## src/rtl/microroc_mode_switcher_if.sv

```systemverilog
// Bundle of all routed signals around the Microroc mode switcher.
// master: command decoder / test engines / ASIC side that feeds and consumes the switcher.
// slave : the switcher itself.
interface microroc_mode_switcher_if #(
  parameter int DAC_NUM     = 3,
  parameter int DAC_WIDTH   = 10,
  parameter int DAC_SEL_W   = 2,
  parameter int CHANNEL_NUM = 64,
  parameter int DATA_WIDTH  = 16
);
  // requests and source-side configuration
  logic [1:0]                     ModeSelect;
  logic [DAC_SEL_W-1:0]           DacSelect;
  logic [DAC_NUM*DAC_WIDTH-1:0]   UsbDac;
  logic [DAC_WIDTH-1:0]           SCTestDac;
  logic [DAC_WIDTH-1:0]           SweepAcqDac;
  logic [3*CHANNEL_NUM-1:0]       UsbChannelMask;
  logic [3*CHANNEL_NUM-1:0]       SCTestChannelMask;
  logic [CHANNEL_NUM-1:0]         UsbCTestChannel;
  logic [CHANNEL_NUM-1:0]         SCTestCTestChannel;
  logic                           UsbSCParameterLoad;
  logic                           SCTestSCParameterLoad;
  logic                           SweepAcqSCParameterLoad;
  logic                           UsbSCOrReadreg;
  logic                           UsbAcqStartStop;
  logic                           SweepAcqAcqStartStop;
  logic                           UsbUsbStartStop;
  logic                           SweepTestUsbStartStop;
  logic [DATA_WIDTH-1:0]          MicrorocAcqData;
  logic [DATA_WIDTH-1:0]          SweepAcqData;
  logic [DATA_WIDTH-1:0]          SCTestData;
  logic                           MicrorocAcqData_en;
  logic                           SweepAcqData_en;
  logic                           SCTestData_en;
  // routed results
  logic [DAC_NUM*DAC_WIDTH-1:0]   OutDac;
  logic [3*CHANNEL_NUM-1:0]       OutChannelMask;
  logic [CHANNEL_NUM-1:0]         OutCTestChannel;
  logic                           OutSCParameterLoad;
  logic                           OutSCOrReadreg;
  logic                           OutUsbStartStop;
  logic                           MicrorocAcqStartStop;
  logic [DATA_WIDTH-1:0]          UsbFifoData;
  logic                           UsbFifoData_en;
  logic [DATA_WIDTH-1:0]          ParallelData;
  logic                           ParallelData_en;
  logic [1:0]                     ActiveMode;
  logic                           SwitchBusy;
  logic                           DrainTimeout;

  modport master (
    output ModeSelect, DacSelect, UsbDac, SCTestDac, SweepAcqDac,
           UsbChannelMask, SCTestChannelMask, UsbCTestChannel, SCTestCTestChannel,
           UsbSCParameterLoad, SCTestSCParameterLoad, SweepAcqSCParameterLoad,
           UsbSCOrReadreg, UsbAcqStartStop, SweepAcqAcqStartStop,
           UsbUsbStartStop, SweepTestUsbStartStop,
           MicrorocAcqData, SweepAcqData, SCTestData,
           MicrorocAcqData_en, SweepAcqData_en, SCTestData_en,
    input  OutDac, OutChannelMask, OutCTestChannel, OutSCParameterLoad,
           OutSCOrReadreg, OutUsbStartStop, MicrorocAcqStartStop,
           UsbFifoData, UsbFifoData_en, ParallelData, ParallelData_en,
           ActiveMode, SwitchBusy, DrainTimeout
  );

  modport slave (
    input  ModeSelect, DacSelect, UsbDac, SCTestDac, SweepAcqDac,
           UsbChannelMask, SCTestChannelMask, UsbCTestChannel, SCTestCTestChannel,
           UsbSCParameterLoad, SCTestSCParameterLoad, SweepAcqSCParameterLoad,
           UsbSCOrReadreg, UsbAcqStartStop, SweepAcqAcqStartStop,
           UsbUsbStartStop, SweepTestUsbStartStop,
           MicrorocAcqData, SweepAcqData, SCTestData,
           MicrorocAcqData_en, SweepAcqData_en, SCTestData_en,
    output OutDac, OutChannelMask, OutCTestChannel, OutSCParameterLoad,
           OutSCOrReadreg, OutUsbStartStop, MicrorocAcqStartStop,
           UsbFifoData, UsbFifoData_en, ParallelData, ParallelData_en,
           ActiveMode, SwitchBusy, DrainTimeout
  );
endinterface

```

## src/rtl/microroc_mode_switcher.sv

```systemverilog
// Registered Microroc mode switcher. Routes SC configuration, strobes and
// readout data from USB/ACQ, S-curve test or sweep-ACQ. A mode change drains
// the old source (strobes forced low, data still flowing), swaps the config,
// holds it for a settle window and only then re-enables strobes.
module microroc_mode_switcher #(
  parameter int DAC_NUM       = 3,
  parameter int DAC_WIDTH     = 10,
  parameter int DAC_SEL_W     = 2,
  parameter int CHANNEL_NUM   = 64,
  parameter int DATA_WIDTH    = 16,
  parameter int GUARD_CYCLES  = 16,
  parameter int DRAIN_TIMEOUT = 1024,
  parameter int SETTLE_CYCLES = 8
) (
  input  logic Clk,
  input  logic reset,
  microroc_mode_switcher_if.slave bus
);

  localparam logic [1:0] MODE_ACQ    = 2'b00;
  localparam logic [1:0] MODE_SCURVE = 2'b01;
  localparam logic [1:0] MODE_SWEEP  = 2'b10;

  localparam int IDLE_W   = $clog2(GUARD_CYCLES + 1);
  localparam int DRAIN_W  = $clog2(DRAIN_TIMEOUT + 1);
  localparam int SETTLE_W = $clog2(SETTLE_CYCLES + 1);

  typedef enum logic [1:0] {ST_RUN, ST_DRAIN, ST_SETTLE} state_t;

  // FSM state
  state_t                r_state;
  logic [1:0]            r_active;
  logic [1:0]            r_target;
  logic [IDLE_W-1:0]     r_idle;
  logic [DRAIN_W-1:0]    r_drain;
  logic [SETTLE_W-1:0]   r_settle;
  logic                  r_timeout;
  logic                  r_busy;

  // registered outputs
  logic [DAC_NUM*DAC_WIDTH-1:0] r_out_dac;
  logic [3*CHANNEL_NUM-1:0]     r_out_mask;
  logic [CHANNEL_NUM-1:0]       r_out_ctest;
  logic                         r_out_load;
  logic                         r_out_scor;
  logic                         r_out_usbss;
  logic                         r_out_acqss;
  logic [DATA_WIDTH-1:0]        r_fifo_d;
  logic                         r_fifo_en;
  logic [DATA_WIDTH-1:0]        r_par_d;
  logic                         r_par_en;

  // next-state values
  state_t                w_state_nxt;
  logic [1:0]            w_active_nxt;
  logic [1:0]            w_target_nxt;
  logic [IDLE_W-1:0]     w_idle_nxt;
  logic [DRAIN_W-1:0]    w_drain_nxt;
  logic [SETTLE_W-1:0]   w_settle_nxt;
  logic                  w_timeout_nxt;
  logic                  w_old_en;

  // routed (pre-register) values
  logic [DAC_SEL_W-1:0]         w_dacsel;
  logic [DAC_NUM*DAC_WIDTH-1:0] w_dac;
  logic [3*CHANNEL_NUM-1:0]     w_mask;
  logic [CHANNEL_NUM-1:0]       w_ctest;
  logic                         w_load;
  logic                         w_scor;
  logic                         w_usbss;
  logic                         w_acqss;
  logic [DATA_WIDTH-1:0]        w_fifo_d;
  logic                         w_fifo_en;
  logic                         w_par_en;

  assign w_dacsel = bus.DacSelect;

  // Data strobes of the mode currently applied; a drain waits for these to go quiet.
  always_comb begin
    w_old_en = 1'b0;
    case (r_active)
      MODE_ACQ:    w_old_en = bus.MicrorocAcqData_en;
      MODE_SCURVE: w_old_en = bus.SCTestData_en;
      MODE_SWEEP:  w_old_en = bus.SweepAcqData_en | bus.MicrorocAcqData_en;
      default:     w_old_en = 1'b0;
    endcase
  end

  // Next-state logic: switch request, drain with idle guard / timeout, settle.
  always_comb begin
    w_state_nxt   = r_state;
    w_active_nxt  = r_active;
    w_target_nxt  = r_target;
    w_idle_nxt    = r_idle;
    w_drain_nxt   = r_drain;
    w_settle_nxt  = r_settle;
    w_timeout_nxt = r_timeout;
    case (r_state)
      ST_RUN: begin
        if (bus.ModeSelect != r_active) begin
          w_target_nxt = bus.ModeSelect;
          w_idle_nxt   = '0;
          w_drain_nxt  = '0;
          w_state_nxt  = ST_DRAIN;
        end
      end
      ST_DRAIN: begin
        w_drain_nxt = r_drain + DRAIN_W'(1);
        w_idle_nxt  = w_old_en ? '0 : r_idle + IDLE_W'(1);
        // the idle guard wins if it completes on the last allowed drain cycle
        if (!w_old_en && (r_idle == IDLE_W'(GUARD_CYCLES - 1))) begin
          w_active_nxt = r_target;
          w_settle_nxt = '0;
          w_state_nxt  = ST_SETTLE;
        end else if (r_drain == DRAIN_W'(DRAIN_TIMEOUT - 1)) begin
          w_timeout_nxt = 1'b1;
          w_active_nxt  = r_target;
          w_settle_nxt  = '0;
          w_state_nxt   = ST_SETTLE;
        end
      end
      ST_SETTLE: begin
        if (r_settle == SETTLE_W'(SETTLE_CYCLES - 1)) w_state_nxt = ST_RUN;
        else                                         w_settle_nxt = r_settle + SETTLE_W'(1);
      end
      default: w_state_nxt = ST_RUN;
    endcase
  end

  // Routing by the mode being applied next cycle, then gating by the next state,
  // so strobes drop on the very edge that starts a drain.
  always_comb begin
    w_dac     = bus.UsbDac;
    w_mask    = bus.UsbChannelMask;
    w_ctest   = bus.UsbCTestChannel;
    w_load    = 1'b0;
    w_scor    = 1'b0;
    w_usbss   = 1'b0;
    w_acqss   = 1'b0;
    w_fifo_d  = bus.MicrorocAcqData;
    w_fifo_en = 1'b0;
    w_par_en  = 1'b0;
    case (w_active_nxt)
      MODE_ACQ: begin
        w_load    = bus.UsbSCParameterLoad;
        w_scor    = bus.UsbSCOrReadreg;
        w_usbss   = bus.UsbUsbStartStop;
        w_acqss   = bus.UsbAcqStartStop;
        w_fifo_en = bus.MicrorocAcqData_en;
      end
      MODE_SCURVE: begin
        w_dac     = {DAC_NUM{bus.SCTestDac}};
        w_mask    = bus.SCTestChannelMask;
        w_ctest   = bus.SCTestCTestChannel;
        w_load    = bus.SCTestSCParameterLoad;
        w_usbss   = bus.SweepTestUsbStartStop;
        w_fifo_d  = bus.SCTestData;
        w_fifo_en = bus.SCTestData_en;
      end
      MODE_SWEEP: begin
        // DacSelect k overrides DAC k-1; 0 or out-of-range leaves USB codes
        for (int k = 0; k < DAC_NUM; k++) begin
          if (int'(w_dacsel) == k + 1) w_dac[k*DAC_WIDTH +: DAC_WIDTH] = bus.SweepAcqDac;
        end
        w_load    = bus.SweepAcqSCParameterLoad;
        w_usbss   = bus.SweepTestUsbStartStop;
        w_acqss   = bus.SweepAcqAcqStartStop;
        w_fifo_d  = bus.SweepAcqData;
        w_fifo_en = bus.SweepAcqData_en;
        w_par_en  = bus.MicrorocAcqData_en;
      end
      default: begin
        // NONE: config from USB, every strobe quiet
        w_scor = bus.UsbSCOrReadreg;
      end
    endcase
    if (w_state_nxt != ST_RUN) begin
      w_load  = 1'b0;
      w_usbss = 1'b0;
      w_acqss = 1'b0;
    end
    if (w_state_nxt == ST_SETTLE) begin
      w_fifo_en = 1'b0;
      w_par_en  = 1'b0;
    end
  end

  // Single register stage for FSM and every output; reset abandons any switch.
  always_ff @(posedge Clk) begin
    if (reset) begin
      r_state     <= ST_RUN;
      r_active    <= MODE_ACQ;
      r_target    <= MODE_ACQ;
      r_idle      <= '0;
      r_drain     <= '0;
      r_settle    <= '0;
      r_timeout   <= 1'b0;
      r_busy      <= 1'b0;
      r_out_dac   <= '0;
      r_out_mask  <= '0;
      r_out_ctest <= '0;
      r_out_load  <= 1'b0;
      r_out_scor  <= 1'b0;
      r_out_usbss <= 1'b0;
      r_out_acqss <= 1'b0;
      r_fifo_d    <= '0;
      r_fifo_en   <= 1'b0;
      r_par_d     <= '0;
      r_par_en    <= 1'b0;
    end else begin
      r_state     <= w_state_nxt;
      r_active    <= w_active_nxt;
      r_target    <= w_target_nxt;
      r_idle      <= w_idle_nxt;
      r_drain     <= w_drain_nxt;
      r_settle    <= w_settle_nxt;
      r_timeout   <= w_timeout_nxt;
      r_busy      <= (w_state_nxt != ST_RUN);
      // the old configuration stays frozen on the ASIC while draining
      if (w_state_nxt != ST_DRAIN) begin
        r_out_dac   <= w_dac;
        r_out_mask  <= w_mask;
        r_out_ctest <= w_ctest;
      end
      r_out_load  <= w_load;
      r_out_scor  <= w_scor;
      r_out_usbss <= w_usbss;
      r_out_acqss <= w_acqss;
      r_fifo_d    <= w_fifo_d;
      r_fifo_en   <= w_fifo_en;
      r_par_d     <= bus.MicrorocAcqData;
      r_par_en    <= w_par_en;
    end
  end

  assign bus.OutDac               = r_out_dac;
  assign bus.OutChannelMask       = r_out_mask;
  assign bus.OutCTestChannel      = r_out_ctest;
  assign bus.OutSCParameterLoad   = r_out_load;
  assign bus.OutSCOrReadreg       = r_out_scor;
  assign bus.OutUsbStartStop      = r_out_usbss;
  assign bus.MicrorocAcqStartStop = r_out_acqss;
  assign bus.UsbFifoData          = r_fifo_d;
  assign bus.UsbFifoData_en       = r_fifo_en;
  assign bus.ParallelData         = r_par_d;
  assign bus.ParallelData_en      = r_par_en;
  assign bus.ActiveMode           = r_active;
  assign bus.SwitchBusy           = r_busy;
  assign bus.DrainTimeout         = r_timeout;

endmodule

```

## src/flat_wrapper.sv

```systemverilog
// flat-port wrapper written by rule: the top's interface ports become plain ports
module microroc_mode_switcher_flat 
#(
  parameter int DAC_NUM       = 3,
  parameter int DAC_WIDTH     = 10,
  parameter int DAC_SEL_W     = 2,
  parameter int CHANNEL_NUM   = 64,
  parameter int DATA_WIDTH    = 16,
  parameter int GUARD_CYCLES  = 16,
  parameter int DRAIN_TIMEOUT = 1024,
  parameter int SETTLE_CYCLES = 8
)
  (Clk, reset, bus_ModeSelect, bus_DacSelect, bus_UsbDac, bus_SCTestDac, bus_SweepAcqDac, bus_UsbChannelMask, bus_SCTestChannelMask, bus_UsbCTestChannel, bus_SCTestCTestChannel, bus_UsbSCParameterLoad, bus_SCTestSCParameterLoad, bus_SweepAcqSCParameterLoad, bus_UsbSCOrReadreg, bus_UsbAcqStartStop, bus_SweepAcqAcqStartStop, bus_UsbUsbStartStop, bus_SweepTestUsbStartStop, bus_MicrorocAcqData, bus_SweepAcqData, bus_SCTestData, bus_MicrorocAcqData_en, bus_SweepAcqData_en, bus_SCTestData_en, bus_OutDac, bus_OutChannelMask, bus_OutCTestChannel, bus_OutSCParameterLoad, bus_OutSCOrReadreg, bus_OutUsbStartStop, bus_MicrorocAcqStartStop, bus_UsbFifoData, bus_UsbFifoData_en, bus_ParallelData, bus_ParallelData_en, bus_ActiveMode, bus_SwitchBusy, bus_DrainTimeout);
  microroc_mode_switcher_if #(.DAC_NUM(DAC_NUM), .DAC_WIDTH(DAC_WIDTH), .DAC_SEL_W(DAC_SEL_W), .CHANNEL_NUM(CHANNEL_NUM), .DATA_WIDTH(DATA_WIDTH)) bus_i ();
  input  logic Clk;
  input  logic reset;
  input wire logic [$bits(bus_i.ModeSelect)-1:0] bus_ModeSelect;
  input wire logic [$bits(bus_i.DacSelect)-1:0] bus_DacSelect;
  input wire logic [$bits(bus_i.UsbDac)-1:0] bus_UsbDac;
  input wire logic [$bits(bus_i.SCTestDac)-1:0] bus_SCTestDac;
  input wire logic [$bits(bus_i.SweepAcqDac)-1:0] bus_SweepAcqDac;
  input wire logic [$bits(bus_i.UsbChannelMask)-1:0] bus_UsbChannelMask;
  input wire logic [$bits(bus_i.SCTestChannelMask)-1:0] bus_SCTestChannelMask;
  input wire logic [$bits(bus_i.UsbCTestChannel)-1:0] bus_UsbCTestChannel;
  input wire logic [$bits(bus_i.SCTestCTestChannel)-1:0] bus_SCTestCTestChannel;
  input wire logic [$bits(bus_i.UsbSCParameterLoad)-1:0] bus_UsbSCParameterLoad;
  input wire logic [$bits(bus_i.SCTestSCParameterLoad)-1:0] bus_SCTestSCParameterLoad;
  input wire logic [$bits(bus_i.SweepAcqSCParameterLoad)-1:0] bus_SweepAcqSCParameterLoad;
  input wire logic [$bits(bus_i.UsbSCOrReadreg)-1:0] bus_UsbSCOrReadreg;
  input wire logic [$bits(bus_i.UsbAcqStartStop)-1:0] bus_UsbAcqStartStop;
  input wire logic [$bits(bus_i.SweepAcqAcqStartStop)-1:0] bus_SweepAcqAcqStartStop;
  input wire logic [$bits(bus_i.UsbUsbStartStop)-1:0] bus_UsbUsbStartStop;
  input wire logic [$bits(bus_i.SweepTestUsbStartStop)-1:0] bus_SweepTestUsbStartStop;
  input wire logic [$bits(bus_i.MicrorocAcqData)-1:0] bus_MicrorocAcqData;
  input wire logic [$bits(bus_i.SweepAcqData)-1:0] bus_SweepAcqData;
  input wire logic [$bits(bus_i.SCTestData)-1:0] bus_SCTestData;
  input wire logic [$bits(bus_i.MicrorocAcqData_en)-1:0] bus_MicrorocAcqData_en;
  input wire logic [$bits(bus_i.SweepAcqData_en)-1:0] bus_SweepAcqData_en;
  input wire logic [$bits(bus_i.SCTestData_en)-1:0] bus_SCTestData_en;
  output wire logic [$bits(bus_i.OutDac)-1:0] bus_OutDac;
  output wire logic [$bits(bus_i.OutChannelMask)-1:0] bus_OutChannelMask;
  output wire logic [$bits(bus_i.OutCTestChannel)-1:0] bus_OutCTestChannel;
  output wire logic [$bits(bus_i.OutSCParameterLoad)-1:0] bus_OutSCParameterLoad;
  output wire logic [$bits(bus_i.OutSCOrReadreg)-1:0] bus_OutSCOrReadreg;
  output wire logic [$bits(bus_i.OutUsbStartStop)-1:0] bus_OutUsbStartStop;
  output wire logic [$bits(bus_i.MicrorocAcqStartStop)-1:0] bus_MicrorocAcqStartStop;
  output wire logic [$bits(bus_i.UsbFifoData)-1:0] bus_UsbFifoData;
  output wire logic [$bits(bus_i.UsbFifoData_en)-1:0] bus_UsbFifoData_en;
  output wire logic [$bits(bus_i.ParallelData)-1:0] bus_ParallelData;
  output wire logic [$bits(bus_i.ParallelData_en)-1:0] bus_ParallelData_en;
  output wire logic [$bits(bus_i.ActiveMode)-1:0] bus_ActiveMode;
  output wire logic [$bits(bus_i.SwitchBusy)-1:0] bus_SwitchBusy;
  output wire logic [$bits(bus_i.DrainTimeout)-1:0] bus_DrainTimeout;
  assign bus_i.ModeSelect = bus_ModeSelect;
  assign bus_i.DacSelect = bus_DacSelect;
  assign bus_i.UsbDac = bus_UsbDac;
  assign bus_i.SCTestDac = bus_SCTestDac;
  assign bus_i.SweepAcqDac = bus_SweepAcqDac;
  assign bus_i.UsbChannelMask = bus_UsbChannelMask;
  assign bus_i.SCTestChannelMask = bus_SCTestChannelMask;
  assign bus_i.UsbCTestChannel = bus_UsbCTestChannel;
  assign bus_i.SCTestCTestChannel = bus_SCTestCTestChannel;
  assign bus_i.UsbSCParameterLoad = bus_UsbSCParameterLoad;
  assign bus_i.SCTestSCParameterLoad = bus_SCTestSCParameterLoad;
  assign bus_i.SweepAcqSCParameterLoad = bus_SweepAcqSCParameterLoad;
  assign bus_i.UsbSCOrReadreg = bus_UsbSCOrReadreg;
  assign bus_i.UsbAcqStartStop = bus_UsbAcqStartStop;
  assign bus_i.SweepAcqAcqStartStop = bus_SweepAcqAcqStartStop;
  assign bus_i.UsbUsbStartStop = bus_UsbUsbStartStop;
  assign bus_i.SweepTestUsbStartStop = bus_SweepTestUsbStartStop;
  assign bus_i.MicrorocAcqData = bus_MicrorocAcqData;
  assign bus_i.SweepAcqData = bus_SweepAcqData;
  assign bus_i.SCTestData = bus_SCTestData;
  assign bus_i.MicrorocAcqData_en = bus_MicrorocAcqData_en;
  assign bus_i.SweepAcqData_en = bus_SweepAcqData_en;
  assign bus_i.SCTestData_en = bus_SCTestData_en;
  assign bus_OutDac = bus_i.OutDac;
  assign bus_OutChannelMask = bus_i.OutChannelMask;
  assign bus_OutCTestChannel = bus_i.OutCTestChannel;
  assign bus_OutSCParameterLoad = bus_i.OutSCParameterLoad;
  assign bus_OutSCOrReadreg = bus_i.OutSCOrReadreg;
  assign bus_OutUsbStartStop = bus_i.OutUsbStartStop;
  assign bus_MicrorocAcqStartStop = bus_i.MicrorocAcqStartStop;
  assign bus_UsbFifoData = bus_i.UsbFifoData;
  assign bus_UsbFifoData_en = bus_i.UsbFifoData_en;
  assign bus_ParallelData = bus_i.ParallelData;
  assign bus_ParallelData_en = bus_i.ParallelData_en;
  assign bus_ActiveMode = bus_i.ActiveMode;
  assign bus_SwitchBusy = bus_i.SwitchBusy;
  assign bus_DrainTimeout = bus_i.DrainTimeout;
  microroc_mode_switcher #(.DAC_NUM(DAC_NUM), .DAC_WIDTH(DAC_WIDTH), .DAC_SEL_W(DAC_SEL_W), .CHANNEL_NUM(CHANNEL_NUM), .DATA_WIDTH(DATA_WIDTH), .GUARD_CYCLES(GUARD_CYCLES), .DRAIN_TIMEOUT(DRAIN_TIMEOUT), .SETTLE_CYCLES(SETTLE_CYCLES)) u_core (.Clk(Clk), .reset(reset), .bus(bus_i));
endmodule
```

## config.mk

```make
export PLATFORM = sky130hd
export DESIGN_NAME = microroc_mode_switcher_flat
export DESIGN_NICKNAME = d
export VERILOG_FILES = /design/src/rtl/microroc_mode_switcher_if.sv /design/src/rtl/microroc_mode_switcher.sv /design/src/flat_wrapper.sv
export SDC_FILE = /design/constraint.sdc
export NUM_CORES = 1
export LEC_CHECK = 0
export ABC_AREA = 1
export BUFFER_PORTS_ARGS = -buffer_cell sky130_fd_sc_hd__buf_2
export CORE_AREA = 2 2 369 371
export DETAILED_ROUTE_END_ITERATION = 10
export DIE_AREA = 0 0 371 373
export GPL_TIMING_DRIVEN = 0
export SYNTH_ARGS = -nofsm -noshare
export SYNTH_HDL_FRONTEND = slang
export SYNTH_SLANG_ARGS = --single-unit
```

## constraint.sdc

```tcl
create_clock -name Clk -period 5.12 [get_ports Clk]
set_input_delay 1.024 -clock Clk [delete_from_list [all_inputs] [get_ports Clk]]
set_output_delay 1.024 -clock Clk [all_outputs]
set_load 0.03 [all_outputs]
```

==> results by group <==
STA
  – Setup tns final: 0 ns
  – Final worst path period share: 0.945
  – Skew final: 0.0232 ns
  – Worst slew margin: 0.138
  – Worst Tran Pin Value: roughly 1.3 ns
  – Crit path time final: 4.84 ns
  – Setup violations, final: 0
  – Endpoints failing hold: 0
  – Post-route setup slack: around 0.28 ns
  – Final Max Slew Viols: 0
  – Achievable frequency: slightly above 0.2 GHz
  – RSZ-0062 raised after global routing: false

Synthesis
  – Syn nets: 3831
  – Yosys reg bits: about 350
  – Distinct cells, synth: 31
  – Post-Syn Instances: 3192
  – Synthesized area per cell: 5.79 um2
  – Post-synthesis instance area: 18500 um2
  – Ys Warns: 0
  – Register area share after synthesis: 0.381

Critical path
  – Crit-path max FO: 10
  – FF-to-FF setup slack: 0.28 ns
  – Req. time, crit path: ~5.7 ns
  – Worst R2R Path Depth: 15
  – Worst EP arrival: 5.39 ns
  – FF-to-FF End: u_core.bus.OutCTestChannel[6]$_SDFFE_PP0P_
  – Critical path class: flop to flop
  – Reg2reg start: u_core.r_state[1]$_SDFF_PP0_
  – Crit. End Element: flop
  – Kind of start point of the critical path: flop

Final layout
  – Final core area utilization: 0.202
  – Fillers: 15700
  – Nets: 4833
  – Commonest non-fill, non-tap cells in the layout: nand2_1 (1430), buf_2 (984), nor2_1 (640)
  – Area of the multi-input gates: between 9000 and 10000 um2
  – Share of cells above drive strength 1: 0.263
  – Most common cell after layout, fill and taps aside: nand2_1
  – Reg area: 7050 um2
  – Area Growth Syn to Fin: 47.1%
  – Post-route insts no fill: 6039

Min path
  – Hold Crit Depth: 2
  – Worst Hold Class: flop to flop
  – Worst hold endpoint: u_core.r_idle[4]$_SDFFE_PP0P_
  – Min-Delay Startpoint: u_core.r_idle[4]$_SDFFE_PP0P_

Status
  – Status: complete, no violations

Place
  – Post-Place Setup Slack: -0.924 ns
  – RD Place Congestion: between 1 and 1.5
  – Number of port buffers: 953
  – Placed cell count: 5926
  – DP HPWL: 115000 um

Power and ir drop
  – Tot Pwr: between 10000 and 15000 uW
  – Max VDD drop: 0.000227 V
  – Leak Pwr: 0.0150 uW
  – PwrDens: 386 nW/um2

Route
  – Routed wire length: 135000 um
  – DRT iter0 DRCs: ~2000
  – DRC Markers: 0
  – Via count: 23600
  – Vias per std cell: 3.92
  – WL/cell: roughly 22 um
  – Routed Antenna Nets: 0
  – DR pass1 iterations: 7

Clocking
  – CTS tree: yes
  – Cts hold-fix bufs: 0
  – Inserted Clock Buffers: 48
  – Clock slew at reported path FFs: ~0.060 ns
  – Post-CTS Setup Inserts: 0
  – Root buf cell: clkbuf_16
  – CTS H-tree depth: 2
  – Max Root-Sink Buffers: 3
  – Clock Latency Late Sink: 0.63 ns
  – Clock net sink count: 352

Global route
  – Global-route wire length before repair: 176000 um
  – Vias in the first global route: roughly 22000
  – Initial antenna violation count: just over 100
  – Gr usage total: 0.186
  – GRT overflow: 0
  – Largest net degree at the start of global routing: 20

Die
  – Vert. Die Dim: ~370 um
  – Initial Util: 0.137
  – Core Area: 135000 um2
  – Row count: 135
  – Die Wd: 371 um
  – Die area: roughly 140000 um2
  – # IOs: between 900 and 1000

Run
  – Total of max-cap violations: 0
-- area by class of cell --
| class | count | share of cell area |
|---|---|---|
| inverters | 356 | 0.0491 |
| plain buffers | 181 | 0.0344 |
| clock buffers | 64 | 0.0505 |
| clock inverters | 20 | 0.00929 |
| flip-flops and latches | 352 | 0.259 |
| well taps | 1781 | 0.0819 |
| repair buffers | 953 | 0.175 |
| multi-input cells | 2302 | 0.338 |
| diodes | 30 | 0.00276 |
-- sequential cells by signal, summed over array words and instances (netlist names), 4 cells and up --
name,cells
u_core.r_drain,11
u_core.r_idle,5
u_core.bus.OutDac,30
u_core.bus.OutChannelMask,192
u_core.r_settle,4
u_core.bus.OutCTestChannel,64
u_core.bus.ParallelData,16
u_core.bus.UsbFifoData,16
-- cells by family after synthesis --
kind of cell,count (synthesis),synth area share
DFF,352,0.381
buffers and inverters,538,0.122
and+or+nand+nor,2122,0.435
AOI/OAI and AO/OA,166,0.0519
xor gates and xnor gates,2,0.000948
adders and majority gates,12,0.00812
-- worst max-delay path, cell delays in order (launching register included) --
cell,delay (ns)
dfxtp_1,0.34
inv_1,0.09
ha_1,0.14
clkbuf_1,0.37
inv_2,0.13
nor2_2,0.22
nor2_2,0.09
o21ai_0,0.53
ha_1,0.26
clkbuf_1,0.35
buf_2,0.41
buf_1,0.95
nand2_1,0.11
nand2_1,0.51
nor2_1,0.11
nor2_1,0.11
-- how the worst max path moves through the flow --
stage | start | endpoint | slack, ns | cells past startpoint
2_1_floorplan | bus_MicrorocAcqData_en | u_core.bus.UsbFifoData[10]$_SDFF_PP0_ | 1.75 | 14
3_3_place_gp | bus_MicrorocAcqData_en | u_core.bus.OutCTestChannel[10]$_SDFFE_PP0P_ | -0.94 | 17
3_5_place_dp | bus_MicrorocAcqData_en | u_core.bus.OutCTestChannel[10]$_SDFFE_PP0P_ | -0.92 | 17
4_1_cts | u_core.r_state[1]$_SDFF_PP0_ | u_core.bus.OutChannelMask[57]$_SDFFE_PP0P_ | 0.05 | 16
5_1_grt | u_core.r_state[1]$_SDFF_PP0_ | u_core.bus.OutCTestChannel[6]$_SDFFE_PP0P_ | 0.02 | 15
6_report | u_core.r_state[1]$_SDFF_PP0_ | u_core.bus.OutCTestChannel[6]$_SDFFE_PP0P_ | 0.28 | 15
-- cells in the mapped netlist --
cell         n  area, um2
a211oi_1     2       15.0
a21oi_1     67        335
a21oi_2      1       8.76
a221oi_1    16        140
a22o_1       2       17.5
a22oi_1      1       7.51
a31o_2       2       17.5
buf_1       17       63.8
buf_2       31        155
buf_4        9       67.6
buf_6       23        259
clkbuf_1   102        383
clkinv_1     2       7.51
dfxtp_1    352       7050
ha_1        12        150
inv_1      352       1320
inv_2        2       7.51
nand2_1   1430       5370
nand2_2      2       12.5
nand3_1     29        145
nand3_2      1       10.0
nand4_1      6       37.5
nor2_1     640       2400
nor2_2       3       18.8
nor3_1      10       50.1
o21ai_0     53        265
o21bai_1    12       90.1
o22ai_1     10       62.6
or2_2        1       6.26
xnor2_1      1       8.76
xor2_1       1       8.76
-- report_power, final --
part	total (uW)	switching, uW	internal, uW
Clock	3600	1480	2130
Combinational	3500	2500	996
Sequential	3400	240	3160
-- layer usage --
| metal | routed length (um) | share of wire | global-route usage |
|---|---|---|---|
| met1 | 59000 | 0.44 | 0.242 |
| met2 | 59400 | 0.44 | 0.293 |
| met3 | 10900 | 0.081 | 0.0456 |
| met4 | 5620 | 0.042 | 0.0696 |
| met5 | 113 | 0.00084 | 0 |
-- metrics by stage --
stage	hold WS [ns]	instance area (um2)
CTS	0.463	27100
global route	0.482	27200
floorplan	0.436	18500
finish	0.465	27200
global placement	0.444	25500
detailed placement	0.456	25500
-- repair_timing --
action | 4_1_cts | 5_1_grt
endpoints found under the setup margin | 24 | 41
gates resized for setup | 3 | 9
endpoints found under the hold margin | 0 | 0
(Power assumes the default switching activity.)
